===== src/rtl/reg_dump.sv =====
// Register-file readout engine: walks every register address and streams (addr, data) beats over valid/ready.
// Optional build macro REGDUMP_SKIP_ZERO_EN starts the walk at x0+1 since x0 is hardwired zero.
module reg_dump #(
  parameter int ADDRSIZE = 5,
  parameter int WORDSIZE = 32
) (
  input  logic                clk,
  input  logic                reset,
  input  logic                start,
  output logic                busy,
  output logic                done,
  output logic [ADDRSIZE-1:0] rfReadReg,
  input  logic [WORDSIZE-1:0] rfReadData,
  output logic                outValid,
  input  logic                outReady,
  output logic [ADDRSIZE-1:0] outAddr,
  output logic [WORDSIZE-1:0] outData
);

`ifdef REGDUMP_SKIP_ZERO_EN
  localparam logic [ADDRSIZE-1:0] FIRST_IDX = ADDRSIZE'(1);
`else
  localparam logic [ADDRSIZE-1:0] FIRST_IDX = '0;
`endif
  localparam logic [ADDRSIZE-1:0] LAST_IDX = '1;
  localparam logic [ADDRSIZE-1:0] ONE      = ADDRSIZE'(1);

  typedef enum logic [1:0] {IDLE, READ, HOLD, DONE} state_e;

  state_e                state_q, state_d;
  logic [ADDRSIZE-1:0]   idx_q, idx_d;
  logic [ADDRSIZE-1:0]   rd_reg_q, rd_reg_d;
  logic [ADDRSIZE-1:0]   out_addr_q, out_addr_d;
  logic [WORDSIZE-1:0]   out_data_q, out_data_d;
  logic                  busy_q, busy_d;
  logic                  done_q, done_d;
  logic                  valid_q, valid_d;

  always_comb begin
    state_d    = state_q;
    idx_d      = idx_q;
    rd_reg_d   = rd_reg_q;
    out_addr_d = out_addr_q;
    out_data_d = out_data_q;
    busy_d     = busy_q;
    done_d     = 1'b0;
    valid_d    = valid_q;
    case (state_q)
      IDLE: begin
        if (start) begin
          idx_d    = FIRST_IDX;
          rd_reg_d = FIRST_IDX;
          busy_d   = 1'b1;
          state_d  = READ;
        end
      end
      READ: begin
        // rfReadData is combinational off rd_reg_q, so this edge is the snapshot point.
        out_data_d = rfReadData;
        out_addr_d = idx_q;
        valid_d    = 1'b1;
        state_d    = HOLD;
      end
      HOLD: begin
        if (outReady) begin
          valid_d = 1'b0;
          if (idx_q == LAST_IDX) begin
            busy_d  = 1'b0;
            done_d  = 1'b1;
            state_d = DONE;
          end else begin
            idx_d    = idx_q + ONE;
            rd_reg_d = idx_q + ONE;
            state_d  = READ;
          end
        end
      end
      DONE: begin
        state_d = IDLE;
      end
      default: begin
        state_d = IDLE;
        busy_d  = 1'b0;
        valid_d = 1'b0;
      end
    endcase
  end

  always_ff @(posedge clk or negedge reset) begin
    if (!reset) begin
      state_q    <= IDLE;
      idx_q      <= '0;
      rd_reg_q   <= '0;
      out_addr_q <= '0;
      out_data_q <= '0;
      busy_q     <= 1'b0;
      done_q     <= 1'b0;
      valid_q    <= 1'b0;
    end else begin
      state_q    <= state_d;
      idx_q      <= idx_d;
      rd_reg_q   <= rd_reg_d;
      out_addr_q <= out_addr_d;
      out_data_q <= out_data_d;
      busy_q     <= busy_d;
      done_q     <= done_d;
      valid_q    <= valid_d;
    end
  end

  assign busy      = busy_q;
  assign done      = done_q;
  assign rfReadReg = rd_reg_q;
  assign outValid  = valid_q;
  assign outAddr   = out_addr_q;
  assign outData   = out_data_q;

endmodule


===== config.mk =====
export PLATFORM = sky130hd
export DESIGN_NAME = reg_dump
export DESIGN_NICKNAME = d
export VERILOG_FILES = /design/src/rtl/reg_dump.sv
export SDC_FILE = /design/constraint.sdc
export NUM_CORES = 1
export LEC_CHECK = 0
export BUFFER_PORTS_ARGS = -buffer_cell sky130_fd_sc_hd__buf_2
export CORE_ASPECT_RATIO = 1.75
export CORE_MARGIN = 4
export CORE_UTILIZATION = 29
export DETAILED_ROUTE_END_ITERATION = 10
export SETUP_SLACK_MARGIN = 0.05
export SYNTH_ARGS = -nofsm -noshare
export SYNTH_HDL_FRONTEND = slang
export SYNTH_SLANG_ARGS = --single-unit

===== constraint.sdc =====
create_clock -name clk -period 2 [get_ports clk]
set_input_delay 0.2 -clock clk [delete_from_list [all_inputs] [get_ports clk]]
set_output_delay 0.2 -clock clk [all_outputs]
set_load 0.01 [all_outputs]

==> impl_metrics.prom, run 1 <==
# TYPE chip_impl_metric gauge
chip_impl_info{name="outcome",value="complete, no violations"} 1
chip_impl_metric{name="vias_per_cell",unit=""} 4.50
chip_impl_metric{name="reg2reg_depth",unit=""} 6
chip_impl_metric{name="synthesized_flop_and_latch_total",unit=""} 47
chip_impl_metric{name="dp_hpwl",unit="um"} 3090
chip_impl_metric{name="die_area",unit="um^2"} 8060
chip_impl_metric{name="period_share",unit="%"} 91.9
chip_impl_metric{name="drcViolationCount",unit=""} 0
chip_impl_metric{name="net_count_of_the_mapped_netlist",unit=""} 169
chip_impl_metric{name="fin_cells",unit=""} 302
chip_impl_metric{name="grt_first_pass_wirelength",unit="um"} 6760
chip_impl_metric{name="post-route-cell-area",unit="um^2"} 2630
chip_impl_metric{name="slew-limit-headroom",unit="%"} 67.2
chip_impl_metric{name="first_global_vias",unit=""} 1411
chip_impl_info{name="main_combinational_cell_family_by_area_after_synthesis",value="multiplexers"} 1
chip_impl_info{name="synth.cells.most_frequent",value="47 x sky130_fd_sc_hd__dfrtp_1, 19 x sky130_fd_sc_hd__mux2_1, 18 x sky130_fd_sc_hd__mux2_2"} 1
chip_impl_metric{name="synth_largest_type_area_fraction",unit="%"} 61.1
chip_impl_metric{name="number_of_detailed_route_iterations_in_the_first_pass",unit=""} 6
chip_impl_metric{name="synth-edff-count",unit=""} 0
chip_impl_metric{name="final_antenna_net_count",unit=""} 0
chip_impl_info{name="reg2reg_capture_point",value="rfReadReg[1]$_DFFE_PN0P_"} 1
chip_impl_metric{name="global_route.usage.total",unit="%"} 10.6
chip_impl_info{name="hold_path.startpoint",value="rfReadData[2]"} 1
chip_impl_metric{name="post-route-min-period",unit="ns"} 1.84
chip_impl_metric{name="numPlacedInstances",unit=""} 292
chip_impl_metric{name="drt_wl_total",unit="um"} 4040
chip_impl_metric{name="sequential_cell_area",unit="um^2"} 1180
chip_impl_metric{name="worstMarginPinSlew",unit="ns"} 0.491
chip_impl_metric{name="timing.hold.worst_path_depth",unit=""} 2
chip_impl_metric{name="muxShareOfSynthArea",unit="%"} 21.6
chip_impl_metric{name="nets",unit=""} 258
chip_impl_metric{name="synthesis.instances",unit=""} 130
chip_impl_info{name="worst_hold_path.endpoint",value="outData[2]$_DFFE_PN0P_"} 1
chip_impl_metric{name="ys_warn_count",unit=""} 0
chip_impl_metric{name="power_leakage",unit="nW"} 1.35
chip_impl_info{name="startpoint_type",value="register"} 1
chip_impl_info{name="dominantRegCellSynth",value="sky130_fd_sc_hd__dfrtp_1"} 1
chip_impl_metric{name="timing_hold_violations_final",unit=""} 0
chip_impl_info{name="synth.most_common_cell",value="sky130_fd_sc_hd__dfrtp_1"} 1
chip_impl_metric{name="avgSynthCellArea",unit="um^2"} 14.8
chip_impl_metric{name="place.port_buffers",unit=""} 80
chip_impl_metric{name="worstSkewPairLatency",unit="ns"} 0.28
chip_impl_metric{name="routed-via-count",unit=""} 1360
chip_impl_metric{name="start_util",unit="%"} 29.7
chip_impl_metric{name="first_iter_violations",unit=""} 50
chip_impl_metric{name="vdd.ir_drop.worst",unit="V"} 0.000516
chip_impl_metric{name="synth.lib_cells_used.distinct",unit=""} 27
chip_impl_metric{name="clock_path_buffers",unit=""} 2
chip_impl_metric{name="cts_made_buffers",unit=""} 5
chip_impl_metric{name="post_synth_and_or_nand_nor_area_fraction",unit="%"} 6.43
chip_impl_metric{name="mappedNetlistArea",unit="um^2"} 1930
chip_impl_info{name="hold_path_class",value="in -> reg"} 1
chip_impl_metric{name="area_of_the_multi_input_gates",unit="um^2"} 691
chip_impl_metric{name="cp_max_fo",unit=""} 8
chip_impl_info{name="cts_tree",value="done"} 1
chip_impl_metric{name="fillCellCount",unit=""} 617
chip_impl_metric{name="top_level_ports",unit=""} 81
chip_impl_metric{name="antenna_found_initial",unit=""} 0
chip_impl_info{name="post-synth-top-area-cell",value="sky130_fd_sc_hd__dfrtp_1"} 1
chip_impl_metric{name="area.growth.synth_to_final",unit="%"} 36.4
chip_impl_metric{name="wl_per_cell",unit="um"} 13.4
chip_impl_metric{name="cts_sinks",unit=""} 47
chip_impl_metric{name="ys_seq_area_share",unit="%"} 61.1
chip_impl_metric{name="dieWidth",unit="um"} 69.6
chip_impl_info{name="rsz0062_at_grt",value="false"} 1
chip_impl_metric{name="core-area",unit="um^2"} 6490
chip_impl_metric{name="ctsHtreeMaxLevel",unit=""} 2
chip_impl_info{name="synth.area.top_cells",value="sky130_fd_sc_hd__dfrtp_1 61%, sky130_fd_sc_hd__mux2_1 11%, sky130_fd_sc_hd__mux2_2 11%"} 1
chip_impl_metric{name="globalRouteOverflowTotal",unit=""} 0
chip_impl_metric{name="post_route_cells_drive_above_1_share",unit="%"} 52.7
chip_impl_metric{name="r2r_slack",unit="ns"} 0.16
chip_impl_metric{name="fmaxAchievable",unit="MHz"} 544
chip_impl_metric{name="fp.dieH",unit="um"} 116
chip_impl_metric{name="synth_compound_gate_area_share",unit="%"} 5.39
chip_impl_info{name="reg2reg_from",value="rfReadReg[1]$_DFFE_PN0P_"} 1
chip_impl_info{name="endpoint_kind",value="register"} 1
chip_impl_metric{name="fin_tns_setup",unit="ns"} 0
chip_impl_metric{name="clock-skew-final",unit="ns"} 0.00229
chip_impl_metric{name="cts.clk_slew.worst_paths",unit="ns"} 0.06
chip_impl_info{name="cts_root_buf",value="sky130_fd_sc_hd__clkbuf_16"} 1
chip_impl_metric{name="required",unit="ns"} 2.16
chip_impl_metric{name="maxCapViolCount",unit=""} 0
chip_impl_metric{name="final-max-slew-violation-count",unit=""} 0
chip_impl_metric{name="insertedDiodeCount",unit=""} 0
chip_impl_metric{name="globalplace.congestion",unit=""} 0.731
chip_impl_metric{name="grt_max_degree",unit=""} 29
chip_impl_metric{name="arrival_time_at_the_worst_endpoint",unit="ns"} 1.99
chip_impl_metric{name="post-layout-total-power",unit="W"} 0.00419
chip_impl_metric{name="fin_util",unit="%"} 40.5
chip_impl_info{name="critical_path_class",value="reg -> reg"} 1
chip_impl_metric{name="power_density",unit="nW/um^2"} 1590
chip_impl_metric{name="core.rowCount",unit=""} 39
chip_impl_metric{name="postPlaceCellArea",unit="um^2"} 2410
chip_impl_metric{name="post_synth_fa_ha_maj_area_fraction",unit="%"} 1.95
chip_impl_metric{name="final_count_of_negative_setup_slack_endpoints",unit=""} 0
chip_impl_metric{name="synthArstFlopShare",unit="%"} 100
chip_impl_metric{name="xor_xnor_share_of_the_synthesized_area",unit="%"} 0
[where the power goes]
part	switching, W	internal [W]	total [W]
Sequential	0.000246	0.00138	0.00163
Clock	0.000324	0.000716	0.00104
Combinational	0.000736	0.000780	0.00152
Total	0.00131	0.00288	0.00419
[layer usage]
| layer | share of wire, % | global-route usage, % | up-vias |
|---|---|---|---|
| li1 | - | - | 646 |
| met1 | 40 | 11.9 | 653 |
| met2 | 51 | 18.6 | 56 |
| met3 | 6.2 | 2.17 | 5 |
| met4 | 2.4 | 6.26 | 0 |
| met5 | 0 | 0 | - |
[layout by cell type, fill, tap and decap left out, types with 3 or more instances in the layout]
master	netlist	layout
sky130_fd_sc_hd__a21oi_1	6	6
sky130_fd_sc_hd__clkbuf_16	0	5
sky130_fd_sc_hd__dfrtp_1	47	46
sky130_fd_sc_hd__mux2_1	19	19
sky130_fd_sc_hd__buf_4	2	6
sky130_fd_sc_hd__buf_2	0	80
sky130_fd_sc_hd__a211o_1	3	3
sky130_fd_sc_hd__nand2_1	4	4
sky130_fd_sc_hd__and3_1	4	4
sky130_fd_sc_hd__ha_1	3	3
sky130_fd_sc_hd__mux2_2	18	18
[critical path, cell delays in order, from the launching register on]
cell	delay (ns)
sky130_fd_sc_hd__dfrtp_2	0.41
sky130_fd_sc_hd__ha_1	0.21
sky130_fd_sc_hd__and3_1	0.21
sky130_fd_sc_hd__ha_1	0.21
sky130_fd_sc_hd__nand3b_4	0.21
sky130_fd_sc_hd__and3_1	0.21
sky130_fd_sc_hd__a221o_1	0.26
[timing repair]
action	in CTS	in global routing
hold endpoints to repair	8	0
endpoints found under the setup margin	0	5
gates resized for setup	0	2
hold buffers	1	0
setup buffers	0	1
[cell families (layout without fill, tap and decap cells)]
family,count (synthesis),after routing
and+or+nand+nor,20,20
adders and majority gates,3,3
muxes,37,37
AOI/OAI and AO/OA,15,15
DFF,47,47
buffers and inverters,8,98
[state kept, by name, summed over array words and instances (netlist names)]
name / count
state_q: 2
outData: 32
busy: 1
rfReadReg: 5
outValid: 1
outAddr: 5
done: 1
[layout make-up]
| type | count | area share [%] |
|---|---|---|
| sequential | 47 | 44.8 |
| multi-input combinational | 75 | 26.3 |
| timing repair buffer | 87 | 17.3 |
| clock buffer | 6 | 4.91 |
| tap | 82 | 3.91 |
| clock inverter | 2 | 2.29 |
| inverter | 3 | 0.429 |
[worst max-delay path by stage]
stage | start | end | slack, ns | cells after the start
floorplan | rfReadReg[0]$_DFFE_PN0P_ | rfReadReg[1]$_DFFE_PN0P_ | 0.19 | 6
global placement | rfReadReg[1]$_DFFE_PN0P_ | rfReadReg[4]$_DFFE_PN0P_ | 0.15 | 6
detailed placement | rfReadReg[1]$_DFFE_PN0P_ | rfReadReg[1]$_DFFE_PN0P_ | 0.11 | 6
CTS | rfReadReg[1]$_DFFE_PN0P_ | rfReadReg[1]$_DFFE_PN0P_ | 0.09 | 6
global route | rfReadReg[1]$_DFFE_PN0P_ | rfReadReg[1]$_DFFE_PN0P_ | 0.08 | 6
finish | rfReadReg[1]$_DFFE_PN0P_ | rfReadReg[1]$_DFFE_PN0P_ | 0.16 | 6
[per-stage QoR]
stage          hold WS, ns  setup slack [ns]
3_5_place_dp        0.0658             0.105
4_1_cts              0.128            0.0901
3_3_place_gp        0.0673             0.154
6_report             0.134             0.163
5_1_grt              0.132            0.0836
2_1_floorplan      -0.0956             0.190
Power figures use the tool's default switching activity.
==> run 2, diff against run 1 <==
--- a/config.mk
+++ b/config.mk
@@ -6,10 +6,13 @@
 export NUM_CORES = 1
 export LEC_CHECK = 0
 export BUFFER_PORTS_ARGS = -buffer_cell sky130_fd_sc_hd__buf_2
+export CELL_PAD_IN_SITES_DETAIL_PLACEMENT = 1
+export CELL_PAD_IN_SITES_GLOBAL_PLACEMENT = 1
 export CORE_ASPECT_RATIO = 1.75
 export CORE_MARGIN = 4
 export CORE_UTILIZATION = 29
 export DETAILED_ROUTE_END_ITERATION = 10
+export PLACE_DENSITY_LB_ADDON = 0.1
 export SETUP_SLACK_MARGIN = 0.05
 export SYNTH_ARGS = -nofsm -noshare
 export SYNTH_HDL_FRONTEND = slang
==> run 2 against run 1 <==
Die area did not move. Via count increased by 3.2%. Maximum frequency shrank 2.5%. Non-clock buffer count is the same. Utilization down 0.71 points. Global-route usage is 2.4 points higher. Hold slack worse by 0.00058 ns. Routed wire length rose by 21%. Critical path type unchanged. Highest routed layer unchanged.
==> impl_metrics.prom, run 2 (synthesized netlist as in run 1, its figures left out) <==
# TYPE chip_impl_metric gauge
chip_impl_metric{name="grt_max_degree",unit=""} 22
chip_impl_metric{name="power_density",unit="nW/um^2"} 1550
chip_impl_metric{name="arrival_time_at_the_worst_endpoint",unit="ns"} 2.05
chip_impl_info{name="layout_common_cells",value="80 x sky130_fd_sc_hd__buf_2, 45 x sky130_fd_sc_hd__dfrtp_1, 19 x sky130_fd_sc_hd__mux2_1"} 1
chip_impl_info{name="startpoint_type",value="register"} 1
chip_impl_metric{name="final_count_of_negative_setup_slack_endpoints",unit=""} 0
chip_impl_metric{name="final_antenna_net_count",unit=""} 0
chip_impl_info{name="cts_root_buf",value="sky130_fd_sc_hd__clkbuf_16"} 1
chip_impl_info{name="endpoint_kind",value="register"} 1
chip_impl_metric{name="gr-usage-met2",unit="%"} 23.4
chip_impl_metric{name="area.growth.synth_to_final",unit="%"} 34.0
chip_impl_info{name="hold_path.startpoint",value="rfReadData[1]"} 1
chip_impl_metric{name="die_area",unit="um^2"} 8060
chip_impl_metric{name="cp_max_fo",unit=""} 8
chip_impl_metric{name="globalRouteOverflowTotal",unit=""} 0
chip_impl_metric{name="clock_path_buffers",unit=""} 2
chip_impl_metric{name="r2r_slack",unit="ns"} 0.11
chip_impl_metric{name="use_met3",unit="%"} 4.25
chip_impl_metric{name="cts_made_buffers",unit=""} 5
chip_impl_metric{name="drcViolationCount",unit=""} 0
chip_impl_metric{name="top_level_ports",unit=""} 81
chip_impl_info{name="cts_tree",value="done"} 1
chip_impl_metric{name="first_global_vias",unit=""} 1604
chip_impl_info{name="grt_busiest_layer",value="met2"} 1
chip_impl_metric{name="timing_hold_violations_final",unit=""} 0
chip_impl_metric{name="core.rowCount",unit=""} 39
chip_impl_metric{name="period_share",unit="%"} 94.3
chip_impl_metric{name="start_util",unit="%"} 29.7
chip_impl_info{name="worstSetupStartpoint",value="rfReadReg[1]$_DFFE_PN0P_"} 1
chip_impl_metric{name="vdd.ir_drop.worst",unit="V"} 0.000600
chip_impl_metric{name="core-area",unit="um^2"} 6490
chip_impl_metric{name="antenna_found_initial",unit=""} 0
chip_impl_info{name="rsz0062_at_grt",value="false"} 1
chip_impl_info{name="worst_path_dominant_cell_family",value="simple AND/OR/NAND/NOR gates"} 1
chip_impl_metric{name="insertedDiodeCount",unit=""} 0
chip_impl_metric{name="post-route-cell-area",unit="um^2"} 2580
chip_impl_metric{name="post_route_cells_drive_above_1_share",unit="%"} 53.6
chip_impl_metric{name="slew-limit-headroom",unit="%"} 65.1
chip_impl_metric{name="bufs_and_invs_on_worst_path",unit=""} 0
chip_impl_metric{name="wl_per_cell",unit="um"} 16.1
chip_impl_metric{name="required",unit="ns"} 2.16
chip_impl_metric{name="power_leakage",unit="nW"} 1.32
chip_impl_metric{name="grt_first_pass_wirelength",unit="um"} 8090
chip_impl_info{name="outcome",value="complete, no violations"} 1
chip_impl_metric{name="first_iter_violations",unit=""} 18
chip_impl_metric{name="globalplace.congestion",unit=""} 0.811
chip_impl_metric{name="routed-via-count",unit=""} 1403
chip_impl_metric{name="dieWidth",unit="um"} 69.6
chip_impl_info{name="reg2reg_from",value="rfReadReg[1]$_DFFE_PN0P_"} 1
chip_impl_metric{name="cts_sinks",unit=""} 47
chip_impl_info{name="critical_path_class",value="reg -> reg"} 1
chip_impl_metric{name="gr-usage-met1",unit="%"} 13.2
chip_impl_metric{name="dp_hpwl",unit="um"} 3810
chip_impl_metric{name="postPlaceCellArea",unit="um^2"} 2410
chip_impl_info{name="timing.critical_path.mode_cell",value="sky130_fd_sc_hd__and3_1"} 1
chip_impl_metric{name="cts.clk_slew.worst_paths",unit="ns"} 0.06
chip_impl_info{name="hold_path_class",value="in -> reg"} 1
chip_impl_metric{name="worstSkewPairLatency",unit="ns"} 0.28
chip_impl_metric{name="final-max-slew-violation-count",unit=""} 0
chip_impl_metric{name="worstMarginPinSlew",unit="ns"} 0.524
chip_impl_metric{name="global_route.usage.total",unit="%"} 13.0
chip_impl_metric{name="number_of_detailed_route_iterations_in_the_first_pass",unit=""} 4
chip_impl_metric{name="clock-skew-final",unit="ns"} 0.00237
chip_impl_metric{name="ctsHtreeMaxLevel",unit=""} 2
chip_impl_metric{name="fmaxAchievable",unit="MHz"} 530
chip_impl_metric{name="fillCellCount",unit=""} 740
chip_impl_info{name="mostFrequentLayoutCell",value="sky130_fd_sc_hd__buf_2"} 1
chip_impl_metric{name="critical-path-max-stage-delay",unit="ns"} 0.43
chip_impl_info{name="crit_slowest_cell",value="sky130_fd_sc_hd__dfrtp_2"} 1
chip_impl_metric{name="vias_per_cell",unit=""} 4.65
chip_impl_metric{name="maxCapViolCount",unit=""} 0
chip_impl_metric{name="largest_register_ff_count",unit=""} 32
chip_impl_metric{name="post-route-min-period",unit="ns"} 1.89
chip_impl_info{name="timing.critical_path.cells",value="ha_2 > and3_1 > ha_1 > nand3b_4 > and3_1 > a221o_1"} 1
chip_impl_metric{name="drt_wl_total",unit="um"} 4870
chip_impl_metric{name="fp.dieH",unit="um"} 116
chip_impl_metric{name="place.port_buffers",unit=""} 80
chip_impl_metric{name="nets",unit=""} 258
chip_impl_metric{name="post-layout-total-power",unit="W"} 0.00400
==> run 2: final cells by class <==
class / count / area (um^2) / area share (%)
well taps: 82 / 103 / 3.98
repair buffers: 87 / 455 / 17.7
clock buffers: 7 / 133 / 5.14
flip-flops and latches: 47 / 1180 / 45.7
clock inverters: 1 / 5.00 / 0.194
inverters: 3 / 11.3 / 0.436
multi-input cells: 75 / 694 / 26.9
==> run 2: per-layer routing <==
layer  wire length [um]  vias to the layer above
met5                  0                        -
li1                   -                      642
met2               2660                       53
met4                148                        0
met1               1770                      697
met3                296                       11
==> run 2: worst register-to-register path, stage by stage, from the launching register on <==
cell                       delay [ns]
sky130_fd_sc_hd__dfrtp_2         0.43
sky130_fd_sc_hd__ha_2            0.20
sky130_fd_sc_hd__and3_1          0.20
sky130_fd_sc_hd__ha_1            0.21
sky130_fd_sc_hd__nand3b_4        0.20
sky130_fd_sc_hd__and3_1          0.24
sky130_fd_sc_hd__a221o_1         0.29
==> run 2: what timing repair did <==
| action | 4_1_cts | 5_1_grt |
|---|---|---|
| hold buffers | 1 | 0 |
| buffers inserted | 1 | 1 |
| endpoints found under the hold margin | 16 | 0 |
| endpoints found under the setup margin | 5 | 5 |
| gates resized for setup | 3 | 2 |
==> run 2: path summary, 6_finish.rpt <==
kind	to	cells after the start
max reg2reg	rfReadReg[4]$_DFFE_PN0P_	6
min	outData[1]$_DFFE_PN0P_	2
min in group asynchronous	outData[30]$_DFFE_PN0P_	2
max	rfReadReg[4]$_DFFE_PN0P_	6
min reg2reg	outData[29]$_DFFE_PN0P_	1
max in group asynchronous	outData[14]$_DFFE_PN0P_	3
==> run 2: power by group <==
group          internal (W)  switching (W)  leakage (nW)  total (W)
sequential          0.00139       0.000268         0.569    0.00165
clock              0.000462       0.000337        0.0679   0.000799
combinational      0.000783       0.000768         0.686    0.00155
total               0.00263        0.00137          1.32    0.00400
==> run 2: stage by stage <==
stage	setup TNS [ns]	worst slack, ns	util (%)	std cells	hold WS (ns)
final	0	0.115	39.8	302	0.133
after floorplan	0	0.190	-	130	-0.0956
after detailed placement	-0.0170	-0.0170	37.1	291	0.155
after global placement	0	0.162	37.1	291	0.140
after CTS	0	0.0667	39.6	301	0.123
after global routing	0	0.0764	39.8	302	0.123
